File: src/rtl/wishbone_march_master_pkg.sv
// Shared definitions for the Wishbone march tester: FSM encoding, pattern modes
// and the word-to-byte address helper.
package wishbone_march_master_pkg;

    localparam logic [2:0] ST_IDLE   = 3'd0;
    localparam logic [2:0] ST_WR_REQ = 3'd1;
    localparam logic [2:0] ST_WR_GAP = 3'd2;
    localparam logic [2:0] ST_RD_REQ = 3'd3;
    localparam logic [2:0] ST_RD_GAP = 3'd4;
    localparam logic [2:0] ST_DONE   = 3'd5;

    typedef enum logic [1:0] {
        MODE_XOR   = 2'd0,
        MODE_SEED  = 2'd1,
        MODE_WALK1 = 2'd2,
        MODE_XNOR  = 2'd3
    } march_mode_e;

    // Base is stored word-aligned, so plain 32-bit addition gives the modulo-2^32 wrap.
    function automatic logic [31:0] word_adr(input logic [31:0] base, input logic [29:0] idx);
        return base + {idx, 2'b00};
    endfunction

endpackage

File: src/rtl/wishbone_march_master_pattern.sv
// Pattern generator: pure function of (mode, seed, idx), shared by the write data
// path and the read-back compare so both always agree.
module wishbone_march_master_pattern
    import wishbone_march_master_pkg::*;
(
    input  logic [1:0]  mode,
    input  logic [31:0] seed,
    input  logic [31:0] idx,
    output logic [31:0] word
);

    always_comb begin
        word = idx ^ seed;
        case (march_mode_e'(mode))
            MODE_XOR:   word = idx ^ seed;
            MODE_SEED:  word = seed;
            MODE_WALK1: word = 32'd1 << idx[4:0];
            MODE_XNOR:  word = ~(idx ^ seed);
            default:    word = idx ^ seed;
        endcase
    end

endmodule

File: src/rtl/wishbone_march_master.sv
// Wishbone march tester: writes a generated pattern over a word range, reads it back,
// and reports pass/fail, mismatch count and the first failing byte address.
//
//   state      | meaning
//   -----------+-----------------------------------------------------------
//   ST_IDLE    | waiting for a start rising edge, status all clear
//   ST_WR_REQ  | write strobe held until ack or timeout
//   ST_WR_GAP  | one idle cycle so the bridge sees stb fall before next write
//   ST_RD_REQ  | read strobe held until ack or timeout; compare on ack
//   ST_RD_GAP  | one idle cycle before the next read
//   ST_DONE    | status valid and sticky until the next start rising edge
module wishbone_march_master
    import wishbone_march_master_pkg::*;
#(
    parameter int WORD_AW = 14,
    parameter int TIMEOUT = 255
) (
    input  logic               wb_clk_i,
    input  logic               wb_rst_ni,
    input  logic               start_i,
    input  logic [1:0]         mode_i,
    input  logic [31:0]        seed_i,
    input  logic [31:0]        base_adr_i,
    input  logic [WORD_AW:0]   count_i,
    output logic               busy_o,
    output logic               done_o,
    output logic               pass_o,
    output logic               timeout_o,
    output logic [15:0]        err_cnt_o,
    output logic [31:0]        fail_adr_o,
    output logic               wbm_cyc_o,
    output logic               wbm_stb_o,
    output logic               wbm_we_o,
    output logic [3:0]         wbm_sel_o,
    output logic [31:0]        wbm_adr_o,
    output logic [31:0]        wbm_dat_o,
    input  logic               wbm_ack_i,
    input  logic [31:0]        wbm_dat_i
);

    // Down-counter loaded on each strobe entry; reaching zero without ack means
    // the strobe has been high for exactly TIMEOUT cycles.
    localparam logic [7:0]       TMR_LOAD = 8'(TIMEOUT - 1);
    localparam logic [WORD_AW:0] IDX_ONE  = (WORD_AW+1)'(1);

    logic [2:0]         state;
    logic               start_q;
    logic [1:0]         mode_r;
    logic [31:0]        seed_r;
    logic [31:0]        base_r;
    logic [WORD_AW:0]   count_r;
    logic [WORD_AW:0]   idx;
    logic [7:0]         timer;
    logic               done_r;
    logic               timeout_r;
    logic [15:0]        err_cnt;
    logic [31:0]        fail_adr;

    logic               start_rise;
    logic               stb;
    logic               last_idx;
    logic               tmr_expired;
    logic               mismatch;
    logic [31:0]        pattern;
    logic [31:0]        cur_adr;

    wishbone_march_master_pattern u_pattern (
        .mode (mode_r),
        .seed (seed_r),
        .idx  (32'(idx)),
        .word (pattern)
    );

    assign start_rise  = start_i & ~start_q;
    assign stb         = (state == ST_WR_REQ) || (state == ST_RD_REQ);
    assign last_idx    = (idx == count_r - IDX_ONE);
    assign tmr_expired = (timer == 8'd0);
    assign mismatch    = (wbm_dat_i != pattern);
    assign cur_adr     = word_adr(base_r, 30'(idx));

    assign busy_o     = stb || (state == ST_WR_GAP) || (state == ST_RD_GAP);
    assign done_o     = done_r;
    assign timeout_o  = timeout_r;
    assign pass_o     = done_r & ~timeout_r & (err_cnt == 16'd0);
    assign err_cnt_o  = err_cnt;
    assign fail_adr_o = fail_adr;
    assign wbm_cyc_o  = stb;
    assign wbm_stb_o  = stb;
    assign wbm_we_o   = (state == ST_WR_REQ);
    assign wbm_sel_o  = stb ? 4'hF : 4'h0;
    assign wbm_adr_o  = stb ? cur_adr : 32'd0;
    assign wbm_dat_o  = (state == ST_WR_REQ) ? pattern : 32'd0;

    always_ff @(posedge wb_clk_i or negedge wb_rst_ni) begin
        if (!wb_rst_ni) begin
            state     <= ST_IDLE;
            start_q   <= 1'b0;
            mode_r    <= 2'd0;
            seed_r    <= 32'd0;
            base_r    <= 32'd0;
            count_r   <= '0;
            idx       <= '0;
            timer     <= 8'd0;
            done_r    <= 1'b0;
            timeout_r <= 1'b0;
            err_cnt   <= 16'd0;
            fail_adr  <= 32'd0;
        end else begin
            start_q <= start_i;
            case (state)
                ST_IDLE, ST_DONE: begin
                    if (start_rise) begin
                        mode_r    <= mode_i;
                        seed_r    <= seed_i;
                        base_r    <= {base_adr_i[31:2], 2'b00};
                        count_r   <= count_i;
                        idx       <= '0;
                        timer     <= TMR_LOAD;
                        err_cnt   <= 16'd0;
                        fail_adr  <= 32'd0;
                        timeout_r <= 1'b0;
                        if (count_i == '0) begin
                            done_r <= 1'b1;
                            state  <= ST_DONE;
                        end else begin
                            done_r <= 1'b0;
                            state  <= ST_WR_REQ;
                        end
                    end
                end
                ST_WR_REQ: begin
                    if (wbm_ack_i) begin
                        if (last_idx) begin
                            idx   <= '0;
                            state <= ST_RD_GAP;
                        end else begin
                            idx   <= idx + IDX_ONE;
                            state <= ST_WR_GAP;
                        end
                    end else if (tmr_expired) begin
                        timeout_r <= 1'b1;
                        done_r    <= 1'b1;
                        state     <= ST_DONE;
                    end else begin
                        timer <= timer - 8'd1;
                    end
                end
                ST_WR_GAP: begin
                    timer <= TMR_LOAD;
                    state <= ST_WR_REQ;
                end
                ST_RD_GAP: begin
                    timer <= TMR_LOAD;
                    state <= ST_RD_REQ;
                end
                ST_RD_REQ: begin
                    if (wbm_ack_i) begin
                        if (mismatch) begin
                            if (err_cnt == 16'd0)
                                fail_adr <= cur_adr;
                            if (err_cnt != 16'hFFFF)
                                err_cnt <= err_cnt + 16'd1;
                        end
                        if (last_idx) begin
                            done_r <= 1'b1;
                            state  <= ST_DONE;
                        end else begin
                            idx   <= idx + IDX_ONE;
                            state <= ST_RD_GAP;
                        end
                    end else if (tmr_expired) begin
                        timeout_r <= 1'b1;
                        done_r    <= 1'b1;
                        state     <= ST_DONE;
                    end else begin
                        timer <= timer - 8'd1;
                    end
                end
                default: state <= ST_IDLE;
            endcase
        end
    end

endmodule
File: config.mk
export PLATFORM = sky130hd
export DESIGN_NAME = wishbone_march_master
export DESIGN_NICKNAME = d
export VERILOG_FILES = /design/src/rtl/wishbone_march_master_pkg.sv /design/src/rtl/wishbone_march_master_pattern.sv /design/src/rtl/wishbone_march_master.sv
export SDC_FILE = /design/constraint.sdc
export NUM_CORES = 1
export LEC_CHECK = 0
export ABC_AREA = 1
export BUFFER_PORTS_ARGS = -buffer_cell sky130_fd_sc_hd__buf_2
export CAP_MARGIN = 20
export CORE_MARGIN = 5
export CORE_UTILIZATION = 30
export DETAILED_ROUTE_END_ITERATION = 10
export MAX_ROUTING_LAYER = met4
export PLACE_DENSITY = 0.5
export SYNTH_ARGS = -nofsm -noshare
export SYNTH_HDL_FRONTEND = slang
export SYNTH_SLANG_ARGS = --single-unit
File: constraint.sdc
create_clock -name wb_clk_i -period 3.5 [get_ports wb_clk_i]
set_input_delay 0.525 -clock wb_clk_i [delete_from_list [all_inputs] [get_ports wb_clk_i]]
set_output_delay 0.525 -clock wb_clk_i [all_outputs]
set_load 0.03 [all_outputs]
==> results.cfg <==
[sta]
timing.hold.ws_ps = 121
setup_viol = 0
tns_ps = 0
min_period_ps = 3380
maxSlewHeadroom = 0.362
tightest_slew_ps = 957
final-max-slew-violation-count = 0
hold_viol = 0
fmax_mhz = 296
fin_crit_sh = 0.965
skew_ps = 13.3
setup_slack_ps = 121

[placement]
place_inst = 2342
port-buffer-count = 233
place_congestion = 0.882
dpl_cell_area_mm2 = 0.0128
place_ws_ps = 299
hpwl_um = 28800

[synth]
synth_warnings = 0
yosysTopAreaCellShare = 0.346
avgSynthCellArea_um2 = 6.64
ys_types = 51
synth-seq-cells = 154
synth_most_common_cell = nand2_1
synth_cells = 1678
yosysSeqAreaShare = 0.346
synth_common_cells = nand2_1, inv_1, dfrtp_1
synth_area_leader_cell = dfrtp_1
synth_flop_cell = dfrtp_1
synth_area_leaders = dfrtp_1, nand2_1, inv_1
async_reset_ff_frac = 1.00
synth_edf_count = 0
synthesis.area_mm2 = 0.0111

[clocking]
cts-root-buf = clkbuf_16
clock-sinks = 154
cts_tree = done
numCtsBuffers = 17
htree_levels = 4
insertion_delay_ps = 450
clockBufferDepth = 2
cts_hold_buf = 0
path_clk_slew_ps = 70

[setup_path]
arrival_ps = 2850
worstSetupStartpoint = idx[11]
startpoint_type = flip-flop
setup.worst_path.class = reg -> out
regToRegEndpoint = fail_adr_o[8]
regToRegSetupSlack_ps = 590
crit_fanout = 4
end_kind = output pin
required_ps = 2970
rr_startpoint = idx[1]
r2r_cells = 19

[global_route]
grt_use_total = 0.188
grt_max_degree = 91
antenna_found_initial = 1
grt_pass1_vias = 10837
overflow = 0
grt_pass1_wl_um = 60400

[power]
peakVddDrop_mv = 0.368
p_leak_nw = 7.22
powerDensity_mw_per_mm2 = 831

[finish]
instances_no_fill = 2377
multiInputGateArea_mm2 = 0.00635
final_layout_size_suffix_gt1_frac = 0.200
area_delta_synth_final_pct = 21.6
design_area_mm2 = 0.0135
register_area_mm2 = 0.00385
nets = 2039
fillers = 4031

[floorplan]
coreArea_mm2 = 0.0366
start_util = 0.304
die_h_um = 203
ioPinCount = 240
dieArea_mm2 = 0.0411
die_w_um = 203
rows = 70

[route]
drc = 0
vias = 11098
drtIter0Drc = 629
via_per_inst = 4.67
postRouteAntennaNets = 0
wl_per_cell_um = 15.9
drt-total-wl_um = 37700
dr.pass1.iters = 5

[run_status]
status = completed

[worst_hold_path]
holdCritPathClass = in -> async

[run]
drv_cap = 0
-- final cells by class --
class	count	share of cell area
multi-input cells	1263	0.469
flip-flops and latches	154	0.285
repair buffers	264	0.106
inverters	195	0.0541
well taps	468	0.0432
clock buffers	19	0.0320
clock inverters	13	0.0107
diodes	1	0.000185
-- routing by layer --
metal / track usage / routed length, µm / vias to the layer above
met2: 0.302 / 17900 / 255
met1: 0.253 / 17800 / 5144
li1: - / - / 5677
met4: 0.0381 / 350 / 0
met3: 0.0321 / 1610 / 22
met5: - / 0 / -
-- through the flow --
step / util / power (mW)
final: 0.370 / 11.2
after global routing: 0.370 / 12.2
after CTS: 0.365 / 11.3
after detailed placement: 0.349 / 9.31
after global placement: 0.349 / 9.24
after floorplan: - / 7.54
-- worst max-delay path: stages, from the launching register on --
cell,delay [ps]
dfrtp_1,460
ha_4,330
nand2_1,100
nor2_2,110
or3b_2,470
o21ai_2,150
buf_4,160
nand3_1,90
xor2_1,190
and2_1,170
clkbuf_4,190
-- timing repair --
item,CTS,global route
gates resized for setup,5,31
buffers inserted,0,2
endpoints found under the setup margin,9,14
pin swaps,0,3
-- registers in the layout, summed over array words and instances, names as in the netlist --
register    flops
mode_r          2
seed_r         32
start_q         1
base_r         30
timer           8
done_o          1
timeout_o       1
count_r        15
state           3
fail_adr_o     30
idx            15
err_cnt_o      16
-- cells by family after synthesis --
| logic type | share of synthesized area |
|---|---|
| adders and majority gates | 0.0310 |
| and+or+nand+nor | 0.388 |
| AOI/OAI and AO/OA | 0.0754 |
| xor gates and xnor gates | 0.0582 |
| other | 0.000337 |
| buffers and inverters | 0.101 |
| DFF | 0.346 |
-- cell usage in the layout (no fill, tap or decap), types with 30 or more instances in the layout --
cell / instances
dfrtp_1: 153
nand3_1: 104
inv_1: 187
buf_4: 30
nand4_1: 34
nor2_1: 125
xor2_1: 50
nand2_1: 627
o21ai_0: 82
buf_2: 229
-- power by group --
part / total (mW) / switching (mW) / internal [mW]
Sequential: 2.93 / 0.513 / 2.42
Clock: 1.89 / 0.832 / 1.06
Combinational: 6.43 / 4.47 / 1.96
Total: 11.2 / 5.81 / 5.44
-- how the worst max path moves through the flow --
stage / endpoint / slack [ps] / cells past startpoint
final: wbm_adr_o[29] / 120 / 10
after global routing: wbm_adr_o[25] / -2 / 10
after CTS: wbm_adr_o[13] / 20 / 11
after detailed placement: wbm_adr_o[19] / 300 / 11
after global placement: wbm_adr_o[19] / 320 / 11
after floorplan: wbm_adr_o[19] / 450 / 10
Power figures use the tool's default switching activity.
